**src/rtl/fp_sb_pkg.sv**
```systemverilog
// Shared verdict codes, checker state and IEEE-style field helpers for the FP result scoreboard.
// Helpers take the word zero-extended to SB_MAX_W plus the field widths, so one package serves any format.
package fp_sb_pkg;

   localparam int SB_MAX_W = 128;

   localparam logic [2:0] V_PASS        = 3'd0;
   localparam logic [2:0] V_WARN_LSB    = 3'd1;
   localparam logic [2:0] V_WARN_ZSIGN  = 3'd2;
   localparam logic [2:0] V_FAIL_INF    = 3'd3;
   localparam logic [2:0] V_FAIL_NAN    = 3'd4;
   localparam logic [2:0] V_FAIL_VALUE  = 3'd5;
   localparam logic [2:0] V_FAIL_ORPHAN = 3'd6;

   typedef enum logic {ST_RUN, ST_HALTED} sb_state_e;

   function automatic logic [SB_MAX_W-1:0] man_mask(input int wm);
      return (SB_MAX_W'(1) << wm) - SB_MAX_W'(1);
   endfunction

   function automatic logic [SB_MAX_W-1:0] exp_mask(input int we, input int wm);
      return ((SB_MAX_W'(1) << we) - SB_MAX_W'(1)) << wm;
   endfunction

   function automatic logic is_inf(input logic [SB_MAX_W-1:0] w, input int we, input int wm);
      return ((w & exp_mask(we, wm)) == exp_mask(we, wm)) && ((w & man_mask(wm)) == '0);
   endfunction

   function automatic logic is_nan(input logic [SB_MAX_W-1:0] w, input int we, input int wm);
      return ((w & exp_mask(we, wm)) == exp_mask(we, wm)) && ((w & man_mask(wm)) != '0);
   endfunction

   function automatic logic is_zero_mag(input logic [SB_MAX_W-1:0] w, input int we, input int wm);
      return (w & (exp_mask(we, wm) | man_mask(wm))) == '0;
   endfunction

   function automatic logic [31:0] sat_inc(input logic [31:0] c);
      return (c == 32'hFFFF_FFFF) ? c : c + 32'd1;
   endfunction

endpackage

```
**src/rtl/fp_sb_fifo.sv**
```systemverilog
// In-order FIFO of expected words; extra pointer bit distinguishes full from empty.
module fp_sb_fifo
#(
   parameter int pDepth = 16,
   parameter int pWidth = 32
)(
   input  logic              clk,
   input  logic              srst_n,
   input  logic              push,
   input  logic [pWidth-1:0] data,
   input  logic              pop,
   output logic [pWidth-1:0] head,
   output logic              full,
   output logic              empty
);

   localparam int AW = $clog2(pDepth);

   logic [pWidth-1:0] mem [pDepth];
   logic [AW:0]       wr_ptr, rd_ptr;

   assign full  = (wr_ptr[AW] != rd_ptr[AW]) && (wr_ptr[AW-1:0] == rd_ptr[AW-1:0]);
   assign empty = (wr_ptr == rd_ptr);
   assign head  = mem[rd_ptr[AW-1:0]];

   always_ff @(posedge clk) begin
      if (!srst_n) begin
         wr_ptr <= '0;
         rd_ptr <= '0;
      end else begin
         if (push && !full) wr_ptr <= wr_ptr + (AW+1)'(1);
         if (pop && !empty) rd_ptr <= rd_ptr + (AW+1)'(1);
      end
   end

   always_ff @(posedge clk) begin
      if (srst_n && push && !full) mem[wr_ptr[AW-1:0]] <= data;
   end

endmodule

```
**src/rtl/fp_result_scoreboard.sv**
```systemverilog
// Checks DUT FP results in order against buffered expected words, counts verdicts, halts on failure.
module fp_result_scoreboard
   import fp_sb_pkg::*;
#(
   parameter int pWidthExp  = 8,
   parameter int pWidthMan  = 23,
   parameter int pDepth     = 16,
   parameter int pStopOnLsb = 1
)(
   input  logic                           i_Clk,
   input  logic                           i_SRstN,
   input  logic                           i_ExpDv,
   input  logic [pWidthExp+pWidthMan:0]   iv_Expected,
   output logic                           o_ExpReady,
   input  logic [2:0]                     i3_OutputID,
   input  logic [pWidthExp+pWidthMan:0]   iv_Result,
   input  logic                           i_Overflow,
   output logic                           o_CheckValid,
   output logic [2:0]                     o3_Verdict,
   output logic [31:0]                    ov_PassCnt,
   output logic [31:0]                    ov_WarnCnt,
   output logic [31:0]                    ov_FailCnt,
   output logic                           o_PushErr,
   output logic                           o_Halted,
   output logic                           o_Empty
);

   localparam int W = pWidthExp + pWidthMan + 1;

   logic [W-1:0] head, diff;
   logic         full, empty, check, halt_d;
   logic [2:0]   verdict_d;
   sb_state_e    state;

   // A check stalls entirely while halted, so the head is never consumed then.
   assign check      = (i3_OutputID != 3'd0) && (state == ST_RUN);
   assign o_ExpReady = !full;
   assign o_Empty    = empty;
   assign o_Halted   = (state == ST_HALTED);

   fp_sb_fifo #(.pDepth(pDepth), .pWidth(W)) u_fifo (
      .clk    (i_Clk),
      .srst_n (i_SRstN),
      .push   (i_ExpDv),
      .data   (iv_Expected),
      .pop    (check),
      .head   (head),
      .full   (full),
      .empty  (empty)
   );

   always_comb begin
      diff      = (iv_Result >= head) ? (iv_Result - head) : (head - iv_Result);
      verdict_d = V_FAIL_VALUE;
      if (empty)
         verdict_d = V_FAIL_ORPHAN;
      else if (is_inf(SB_MAX_W'(head), pWidthExp, pWidthMan))
         verdict_d = i_Overflow ? V_PASS : V_FAIL_INF;
      else if (is_nan(SB_MAX_W'(head), pWidthExp, pWidthMan))
         verdict_d = is_nan(SB_MAX_W'(iv_Result), pWidthExp, pWidthMan) ? V_PASS : V_FAIL_NAN;
      else if (iv_Result == head)
         verdict_d = V_PASS;
      else if (diff == W'(1))
         verdict_d = V_WARN_LSB;
      else if (is_zero_mag(SB_MAX_W'(iv_Result), pWidthExp, pWidthMan) &&
               is_zero_mag(SB_MAX_W'(head), pWidthExp, pWidthMan))
         verdict_d = V_WARN_ZSIGN;
      halt_d = (verdict_d >= V_FAIL_INF) || ((verdict_d == V_WARN_LSB) && (pStopOnLsb != 0));
   end

   always_ff @(posedge i_Clk) begin
      if (!i_SRstN) begin
         state        <= ST_RUN;
         o_CheckValid <= 1'b0;
         o3_Verdict   <= V_PASS;
         ov_PassCnt   <= '0;
         ov_WarnCnt   <= '0;
         ov_FailCnt   <= '0;
         o_PushErr    <= 1'b0;
      end else begin
         o_CheckValid <= check;
         if (i_ExpDv && full) o_PushErr <= 1'b1;
         if (check) begin
            o3_Verdict <= verdict_d;
            if (verdict_d == V_PASS)
               ov_PassCnt <= sat_inc(ov_PassCnt);
            else if (verdict_d <= V_WARN_ZSIGN)
               ov_WarnCnt <= sat_inc(ov_WarnCnt);
            else
               ov_FailCnt <= sat_inc(ov_FailCnt);
            if (halt_d) state <= ST_HALTED;
         end
      end
   end

endmodule

```
**config.mk**
```make
export PLATFORM = sky130hd
export DESIGN_NAME = fp_result_scoreboard
export DESIGN_NICKNAME = d
export VERILOG_FILES = /design/src/rtl/fp_sb_pkg.sv /design/src/rtl/fp_sb_fifo.sv /design/src/rtl/fp_result_scoreboard.sv
export SDC_FILE = /design/constraint.sdc
export NUM_CORES = 1
export LEC_CHECK = 0
export CORE_ASPECT_RATIO = 0.8
export CORE_UTILIZATION = 30
export DETAILED_ROUTE_END_ITERATION = 8
export MAX_ROUTING_LAYER = met4
export PLACE_DENSITY = 0.43
export REMOVE_ABC_BUFFERS = 1
export SYNTH_ARGS = -nofsm -noshare
export SYNTH_HDL_FRONTEND = slang
export SYNTH_SLANG_ARGS = --single-unit
```
**constraint.sdc**
```tcl
create_clock -name i_Clk -period 17 [get_ports i_Clk]
set_clock_uncertainty 0.05 [all_clocks]
set_input_delay 4.25 -clock i_Clk [delete_from_list [all_inputs] [get_ports i_Clk]]
set_output_delay 4.25 -clock i_Clk [all_outputs]
set_load 0.02 [all_outputs]
```
== After elaboration in Yosys (flattened, before gate mapping) ==
Memories as Yosys holds them, arrays and structs flattened. A register that Yosys moved wholly into a read port is not among the register bits.
Cells that the tools add are included.

* Add/subtract/negate cells: 7
* Bitwise operators: 6
* Magnitude comparators: 3
* Reductions and logical operators: 25
* Eq/ne operators: 11
* Mux-type cells: 13

{| class="wikitable"
|+ Operators by type and width
! cell !! count
|-
| logical NOT 128 bit || 3
|-
| nonzero test 128 bit || 2
|-
| adder 32 x 1 -> 32 bit, second input constant || 3
|-
| equality test 32 bit, second input constant || 3
|-
| subtractor 32 bit || 2
|-
| equality test 32 x 1 -> 1 bit, second input constant || 1
|-
| equality test 32 bit || 1
|-
| greater-or-equal comparator 32 bit || 1
|-
| two-way mux 32 bit || 1
|-
| two-way mux 3 bit || 7
|-
| equality test 8 bit, second input constant || 2
|-
| logical AND 1 bit || 11
|-
| adder 5 x 1 -> 5 bit, second input constant || 2
|-
| two-way mux 4 bit || 2
|-
| AND reduction 4 bit || 2
|-
| inverter 1 bit || 6
|-
| equality test 5 bit || 1
|-
| equality test 4 bit || 1
|-
| equality test 3 x 1 -> 1 bit, second input constant || 1
|-
| greater-or-equal comparator 3 x 2 -> 1 bit, second input constant || 1
|-
| <= comparator 3 x 2 -> 1 bit, second input constant || 1
|-
| logical NOT 3 bit || 1
|-
| AND reduction 3 bit || 1
|-
| nonzero test 3 bit || 1
|-
| other kinds (6) || 8
|}

* Register bits: 112
* Memories kept: 1
* Word-level logic and storage cells: 75
* Memory bits (writable): 512
* Output and inout bits: 104

{| class="wikitable"
|+ Memories
! memory !! depth !! bits a word !! read ports !! clocked after Yosys merged registers in !! wr ports !! RTL line !! text
|-
| u_fifo.mem || 16 || 32 || 1 || 1 || 1 || fp_sb_fifo.sv:19 || <nowiki>logic [pWidth-1:0] mem [pDepth];</nowiki>
|}

== Logic depth before layout (Yosys ltp) ==
Gate-level depths: netlist (run 1).

* Depth in word-level cells: 11
* Depth in mapped cells: 25
* Depth with buffers taken out: 18

== By module ==
A second synthesis (run 1) with hierarchy kept.

* Cells, all modules: 2072
* Area, all modules: 29768.6 µm²

{| class="wikitable"
|+ By module, submodules not included
! module !! area an instance (µm²) !! cells an instance !! sequential area each (µm²) !! times used
|-
| fp_sb_fifo || 20320.7 || 818 || 15655.0 || 1
|-
| fp_result_scoreboard || 9447.8 || 1254 || 2042.0 || 1
|}

== Least setup slack after synthesis (run 1) ==
OpenSTA, ideal clock, no wires.

* Path kind: input -> register
* From: input iv_Result[10]
* To: register ov_WarnCnt[10]
* Stages on the path: 15
* Setup time: 72 ps
* Slack: 8931 ps
* Arrival time: 7947 ps
* Path buffers: 1
* Path through: inv_1 ha_1 clkbuf_1 nand2_1 nor4_1 a221oi_1 o22ai_1 mux2i_1 or4_1 or4_1 a2111o_1 a2bb2oi_1 o211a_1 and4_1 mux2i_1

* Word-level cells in the longest chain between the ends: 11

{| class="wikitable"
|+ Ends and longest elaborated chain
! item !! RTL line !! text
|-
| start, declared || fp_result_scoreboard.sv:16 || <nowiki>input logic [pWidthExp+pWidthMan:0] iv_Result,</nowiki>
|-
| subtractor 32 bit (tied with other cells) || fp_result_scoreboard.sv:53 || <nowiki>diff = (iv_Result >= head) ? (iv_Result - head) : (head - iv_Result);</nowiki>
|-
| two-way mux 32 bit or logical AND 1 bit (tied branches) || fp_result_scoreboard.sv:53, fp_result_scoreboard.sv:65 ||
|-
| equality test 32 x 1 -> 1 bit or two-way mux 3 bit (tied branches) || fp_result_scoreboard.sv:63, fp_result_scoreboard.sv:65 ||
|-
| two-way mux 3 bit || fp_result_scoreboard.sv:63 || <nowiki>else if (diff == W'(1))</nowiki>
|-
| two-way mux 3 bit || fp_result_scoreboard.sv:61 || <nowiki>else if (iv_Result == head)</nowiki>
|-
| two-way mux 3 bit * || fp_result_scoreboard.sv:59 || <nowiki>else if (is_nan(SB_MAX_W'(head), pWidthExp, pWidthMan))</nowiki>
|-
| two-way mux 3 bit * || fp_result_scoreboard.sv:57 || <nowiki>else if (is_inf(SB_MAX_W'(head), pWidthExp, pWidthMan))</nowiki>
|-
| two-way mux 3 bit * || fp_result_scoreboard.sv:55 || <nowiki>if (empty)</nowiki>
|-
| branches (longest 2 deep; another with <= comparator 3 x 2 -> 1 bit) || - ||
|-
| AND reduction 4 bit (no line) * || - ||
|-
| end signal, assigned || fp_result_scoreboard.sv:88 || <nowiki>ov_WarnCnt <= sat_inc(ov_WarnCnt);</nowiki>
|-
| end, declared || fp_result_scoreboard.sv:21 || <nowiki>output logic [31:0] ov_WarnCnt,</nowiki>
|}

Mark *: on every way between the ends.
A chain may end at the register's enable or synchronous reset.

== Final worst setup path (run 1) ==
* From: input iv_Result[13]
* To: register ov_FailCnt[17]

* Word-level cells in the longest chain between the ends: 11

{| class="wikitable"
|+ Ends and longest elaborated chain
! item !! RTL line !! text
|-
| subtractor 32 bit (tied with other cells) || fp_result_scoreboard.sv:53 ||
|-
| two-way mux 32 bit or logical AND 1 bit (tied branches) || fp_result_scoreboard.sv:53, fp_result_scoreboard.sv:65 ||
|-
| equality test 32 x 1 -> 1 bit or two-way mux 3 bit (tied branches) || fp_result_scoreboard.sv:63, fp_result_scoreboard.sv:65 ||
|-
| two-way mux 3 bit || fp_result_scoreboard.sv:63 ||
|-
| two-way mux 3 bit || fp_result_scoreboard.sv:61 ||
|-
| two-way mux 3 bit * || fp_result_scoreboard.sv:59 ||
|-
| two-way mux 3 bit * || fp_result_scoreboard.sv:57 ||
|-
| two-way mux 3 bit * || fp_result_scoreboard.sv:55 ||
|-
| <= comparator 3 x 2 -> 1 bit or logical NOT 3 bit (tied branches) || fp_result_scoreboard.sv:87, fp_result_scoreboard.sv:85 ||
|-
| inverter 1 bit (no line) || - ||
|-
| AND reduction 4 bit (no line) * || - ||
|-
| end signal, assigned || fp_result_scoreboard.sv:90 || <nowiki>ov_FailCnt <= sat_inc(ov_FailCnt);</nowiki>
|-
| end, declared || fp_result_scoreboard.sv:22 || <nowiki>output logic [31:0] ov_FailCnt,</nowiki>
|}

Every way passes the cells marked *; elsewhere a longest branch is shown, timed or not.

==> run_results.csv, run 1 <==
group,metric,value,unit
status,outcome,"complete, no violations",
power_and_ir_drop,intPower,3.00,mW
route,drtAntennaViolNets,0,
yosys,synth_seq_cells,628,
clocking,clkLatencyLatePin,0.62,ns
worst_setup_path,endpoint_kind,"flip-flop",
floorplanning,die_h,281,µm
global_route,grt_pass1_vias,19000,
global_route,grt_max_degree,101,
sta,rsz0062_at_grt,"no",
worst_setup_path,cp.arrival,10.30,ns
clocking,post-cts-setup-buffers,0,
finish,layout_common_cells,"edfxtp_1 (512), clkdlybuf4s50_1 (173), nand2_1 (150)",
min_path,hold_path_class,"flip-flop to flip-flop",
floorplanning,num_rows,102,
sta,tns,0,ns
yosys,synthCells,2138,
clocking,ctsResizeCount,0,
clocking,cts-htree-levels,3,
power_and_ir_drop,combPwrFrac,28.4,%
clocking,cts_root_buffer,"clkbuf_16",
yosys,yosysWarnings,0,
global_route,grt_use_total,18.5,%
clocking,holdBufCountCts,0,
clocking,cts_buffers,70,
yosys,yosysSeqAreaShare,60.5,%
route,wl_per_cell,24.3,µm
clocking,clock_path_buffers,3,
sta,slew_headroom,14.5,%
finish,final_common_cell,"edfxtp_1",
placement,dpl.hpwl,57600,µm
floorplanning,chipWidth,351,µm
finish,drive_above_1_share,13.6,%
route,first_iter_violations,1557,
route,firstDrtPassIters,8,
worst_setup_path,worst-endpoint-required,17.47,ns
worst_setup_path,cp-start-kind,"input port",
route,via_count,19100,
placement,routabilityCongestion,0.900,
power_and_ir_drop,power,4.43,mW
yosys,synth-main-ff-cell,"edfxtp_1",
worst_setup_path,reg2reg_slack,8.24,ns
finish,nets,2458,
power_and_ir_drop,p_clk_share,33.0,%
power_and_ir_drop,powerDensity,127,mW/mm²
placement,port_buffers,174,
power_and_ir_drop,swShare,32.4,%
sta,final.min_clock_period,9.83,ns
finish,finish.utilization,35.9,%
route,wl,89200,µm
clocking,clk_pin_slew,0.05,ns
yosys,synth_edf_count,512,
route,drc,0,
global_route,antenna_found_initial,9,
floorplanning,start_util,30.2,%
route,avgViaCountPerCell,5.21,
global_route,grt_overflow,0,
sta,worstMarginPinSlew,1.28,ns
yosys,synthArstFlopShare,0,%
placement,post-place-ws,6.46,ns
sta,max_freq,102,MHz
yosys,yosysUniqueCellTypes,75,
power_and_ir_drop,total_leakage_power,11.2,nW
worst_setup_path,worstPathCellList,"clkdlybuf4s50_1 -> inv_1 -> ha_1 -> a21oi_1 -> o21ai_0 -> a22oi_1 -> o21ai_0 -> a2111oi_0 -> mux2i_1 -> a2111oi_0 -> nand4_1 -> o32ai_1 -> buf_4 -> a21bo_2 -> o21ai_0 -> a21oi_1",
clocking,cts_sinks,628,
sta,drv_slew,0,
yosys,avgSynthCellArea,13.7,µm²
floorplanning,design.core.area,0.0967,mm²
sta,setup_viol,0,
floorplanning,io-pin-count,175,
power_and_ir_drop,pwr-share-seq,38.7,%
worst_setup_path,critical_path_class,"input port to flip-flop",
global_route,grt_pass1_wl,130000,µm
worst_setup_path,path_max_fanout,61,
finish,areaGrowthSynthToFinish,18.9,%
sta,finalCritPeriodShare,57.8,%
sta,hold_viol_final,0,
yosys,synthesis.area,0.0293,mm²
run,max_cap_viol_count,0,
clocking,tritoncts,"done",
floorplanning,dieArea,0.0988,mm²
worst_setup_path,slowest_delay,0.99,ns
power_and_ir_drop,ir_drop,0.0000742,V
worst_setup_path,cpMostUsedCell,"o21ai_0",
power_and_ir_drop,power_switching,1.43,mW
worst_setup_path,slowest_stage,"a2111oi_0",
sta,fin_ws,7.17,ns
==> power groups by stage <==
stage	combinational, mW	clock [mW]	sequential [mW]
6_report	1.26	1.46	1.71
5_1_grt	1.37	1.56	1.72
4_1_cts	1.26	1.50	1.71
3_5_place_dp	1.26	0	1.75
3_3_place_gp	1.27	0	1.75
2_1_floorplan	0.846	0	1.80
==> per-stage QoR <==
| step | hold slack, ns | area (µm²) | std cells |
|---|---|---|---|
| finish | 0.406 | 34800 | 3672 |
| floorplan | 0.441 | 28800 | 2037 |
| CTS | 0.411 | 34800 | 3665 |
| global placement | 0.401 | 32500 | 3541 |
| global route | 0.425 | 34800 | 3672 |
| detailed placement | 0.403 | 32500 | 3541 |
==> sequential cells by signal, indices dropped and copies added, names as in the netlist, named ones only <==
register,count
ov_WarnCnt,32
o3_Verdict,3
o_PushErr,1
u_fifo.mem,512
u_fifo.wr_ptr,5
ov_PassCnt,32
o_CheckValid,1
o_Halted,1
u_fifo.rd_ptr,5
ov_FailCnt,32
==> kinds of logic after synthesis <==
logic type      synth area share, %
fa+ha+maj                      3.22
flops                          60.5
buf+inv                        2.74
xor+xnor                       2.48
compound gates                 8.31
mux                            12.1
simple gates                   10.7
==> area by class of cell <==
cell class	instances	area (µm²)
clock buffer	86	1840
inverter	88	330
timing repair buffer	204	1970
antenna	7	17.5
multi-input combinational	1321	10900
fill	9423	62000
clock inverter	38	385
sequential	628	17700
tap	1300	1630
==> synthesized netlist by cell type (38+ instances only) <==
cell | number | area share, %
edfxtp_1 | 512 | 53
nand2_1 | 150 | 1.9
mux4_2 | 142 | 11
nor2_1 | 134 | 1.7
a21oi_1 | 121 | 2.1
dfxtp_1 | 116 | 7.9
o21ai_0 | 89 | 1.5
inv_1 | 86 | 1.1
ha_1 | 72 | 3.1
clkbuf_1 | 62 | 0.80
xor2_1 | 58 | 1.7
nand4_1 | 57 | 1.2
nand3_1 | 44 | 0.75
or3_1 | 38 | 0.81
==> worst max-delay path, delay by kind of cell <==
family	cells	cell delay, ns
simple gates	1	0.16
buf+inv	3	0.82
mux	1	0.22
fa+ha+maj	1	0.50
compound gates	10	4.30
==> layer usage <==
layer  up-vias  routed length (µm)  global-route usage, %
met1      9940               41300                   25.0
met3       108                3680                   2.98
met2       394               42500                   29.1
li1       8694                   -                      -
met4         0                1760                   4.45
met5         -                   0                      -
==> final timing paths <==
path	startpoint	to	cells after the start
worst max register to register	flip-flop	ov_FailCnt[17]	19
worst max-delay path	iv_Result[13]	ov_FailCnt[17]	16
worst min-delay path	o3_Verdict[0]	o3_Verdict[0]	2
worst min register to register	o3_Verdict[0]	o3_Verdict[0]	2
No activity file was read; power rests on OpenSTA's default activity.
==> inputs of run 2 (changes only) <==
--- a/config.mk
+++ b/config.mk
@@ -9,7 +9,7 @@
 export CORE_UTILIZATION = 30
 export DETAILED_ROUTE_END_ITERATION = 8
 export MAX_ROUTING_LAYER = met4
-export PLACE_DENSITY = 0.43
+export PLACE_DENSITY = 0.45
 export REMOVE_ABC_BUFFERS = 1
 export SYNTH_ARGS = -nofsm -noshare
 export SYNTH_HDL_FRONTEND = slang
==> constraint.sdc (replaced) <==
create_clock -name i_Clk -period 8.7 [get_ports i_Clk]
set_clock_uncertainty 0.05 [all_clocks]
set_input_delay 2.175 -clock i_Clk [delete_from_list [all_inputs] [get_ports i_Clk]]
set_output_delay 2.175 -clock i_Clk [all_outputs]
set_load 0.02 [all_outputs]
==> run 2 against run 1 <==
Effect of this change: critical path depth up 3; wire length about the same; critical path type is now flip-flop to flip-flop; global-route usage down 0.077 points; power up 97%; first-iteration DRC count up 2.2%; final cell count up 0.52%; clock power up 95%; non-clock buffer count up 23; worst hold slack better by 0.0046 ns; die area unchanged; utilization up 0.16 points; count of clock-buffer cells in the layout down 3.
==> run_results.csv, run 2 (synthesis results as in run 1) <==
group,metric,value,unit
status,outcome,"complete, no violations",
floorplanning,design.core.area,0.0967,mm²
route,firstDrtPassIters,5,
finish,largest_register_ffs,512,
clocking,ctsResizeCount,0,
finish,seq_area,0.0177,mm²
sta,rsz0062_at_grt,"no",
route,drc,0,
clocking,clock_path_buffers,3,
floorplanning,chipWidth,351,µm
floorplanning,die_h,281,µm
clocking,clkLatencyLatePin,0.63,ns
route,first_iter_violations,1591,
global_route,grt_pass1_wl,130000,µm
floorplanning,num_rows,102,
worst_setup_path,reg2reg_to,"ov_WarnCnt[30]",
sta,drv_slew,0,
global_route,grt_pass1_vias,19300,
global_route,antenna_found_initial,6,
finish,nets,2479,
power_and_ir_drop,powerDensity,250,mW/mm²
worst_setup_path,ff2ff_path_depth,19,
finish,layout_common_cells,"edfxtp_1 (512), clkdlybuf4s50_1 (173), nand2_1 (150)",
global_route,grt_overflow,0,
worst_setup_path,path_max_fanout,41,
floorplanning,dieArea,0.0988,mm²
worst_setup_path,critical_path_class,"flip-flop to flip-flop",
clocking,cts_buffers,68,
sta,max_freq,127,MHz
clocking,post-cts-setup-buffers,0,
route,wl_per_cell,24.1,µm
finish,multi_input_area,0.0109,mm²
sta,fin_ws,0.853,ns
placement,routabilityCongestion,0.912,
worst_setup_path,endpoint_kind,"flip-flop",
worst_setup_path,slowest_delay,0.85,ns
finish,final_common_cell,"edfxtp_1",
floorplanning,io-pin-count,175,
finish,nFillCells,9404,
clocking,cts-htree-levels,3,
clocking,cts_sinks,628,
sta,setup_viol,0,
finish,areaGrowthSynthToFinish,19.4,%
worst_setup_path,cp.arrival,8.34,ns
sta,finalCritPeriodShare,90.2,%
global_route,grt_use_total,18.4,%
worst_setup_path,reg2reg_slack,0.85,ns
worst_setup_path,setup.worst_path.end,"ov_WarnCnt[30]",
global_route,grt_max_degree,62,
route,drtAntennaViolNets,0,
finish,drive_above_1_share,14.2,%
worst_setup_path,slowest_stage,"dfxtp_4",
sta,slew_headroom,26.3,%
worst_setup_path,worstPathCellList,"buf_12 -> mux4_2 -> a22oi_1 -> nand2_1 -> ha_1 -> a21oi_1 -> o21ai_0 -> a22oi_1 -> o21ai_0 -> a2111oi_0 -> mux2i_1 -> a2111oi_0 -> nand4_1 -> o32ai_1 -> buf_4 -> o21ai_2 -> buf_4 -> or4_1 -> a21oi_1",
floorplanning,start_util,30.2,%
sta,final.min_clock_period,7.85,ns
sta,hold_viol_final,0,
clocking,tritoncts,"done",
placement,post-place-ws,0.226,ns
finish,finish.utilization,36.1,%
sta,worstMarginPinSlew,1.10,ns
route,avgViaCountPerCell,5.20,
worst_setup_path,worst-endpoint-required,9.19,ns
route,wl,89100,µm
worst_setup_path,cp-start-kind,"flip-flop",
power_and_ir_drop,power,8.72,mW
clocking,holdBufCountCts,0,
clocking,clk_pin_slew,0.06,ns
sta,whs,0.411,ns
min_path,hold_path_class,"flip-flop to flip-flop",
run,max_cap_viol_count,0,
route,via_count,19200,
clocking,cts_root_buffer,"clkbuf_16",
placement,dpl.hpwl,59000,µm
power_and_ir_drop,total_leakage_power,11.3,nW
placement,port_buffers,174,
power_and_ir_drop,ir_drop,0.000125,V
-- run 2: worst min path at each step --
stage,slack (ns),endpoint,start,depth (start not counted)
4_1_cts,0.41,o3_Verdict[2],o3_Verdict[2],2
2_1_floorplan,0.44,flip-flop,u_fifo.rd_ptr[1],2
6_report,0.41,o3_Verdict[2],o3_Verdict[2],2
3_3_place_gp,0.40,o3_Verdict[0],o3_Verdict[0],2
5_1_grt,0.44,o3_Verdict[2],o3_Verdict[2],2
3_5_place_dp,0.40,o3_Verdict[2],o3_Verdict[2],2
-- run 2: through the flow --
stage	cells	TNS (ns)	area [µm²]
global placement	3564	0	32700
detailed placement	3564	0	32700
global route	3691	0	34900
finish	3691	0	34900
floorplan	2037	-133.27	28800
CTS	3685	0	34900
-- run 2: layout make-up --
class	instances	area share, %
flip-flops and latches	628	50.7
multi-input cells	1321	31.2
repair buffers	227	6.18
clock buffers	83	5.24
well taps	1300	4.66
clock inverters	38	1.07
inverters	88	0.946
diodes	6	0.0430
-- run 2: layer usage --
layer | vias to the layer above | wire, µm | track usage, %
met5 | - | 0 | -
met3 | 94 | 3840 | 2.57
met2 | 448 | 42800 | 29.2
met4 | 0 | 1490 | 4.26
met1 | 9924 | 41000 | 25.1
li1 | 8733 | - | -
-- run 2: worst max-delay path: cells and delay by family, from the launching register on --
family | cells | cell delay, ns
mux | 2 | 0.82
compound gates | 10 | 3.57
simple gates | 3 | 0.92
flops | 1 | 0.85
buf+inv | 3 | 0.90
fa+ha+maj | 1 | 0.56
-- run 2: where the power goes --
group	switching, mW	leakage [nW]	internal (mW)
sequential	0.0862	5.55	3.28
clock	1.23	1.06	1.61
combinational	1.52	4.67	1.00
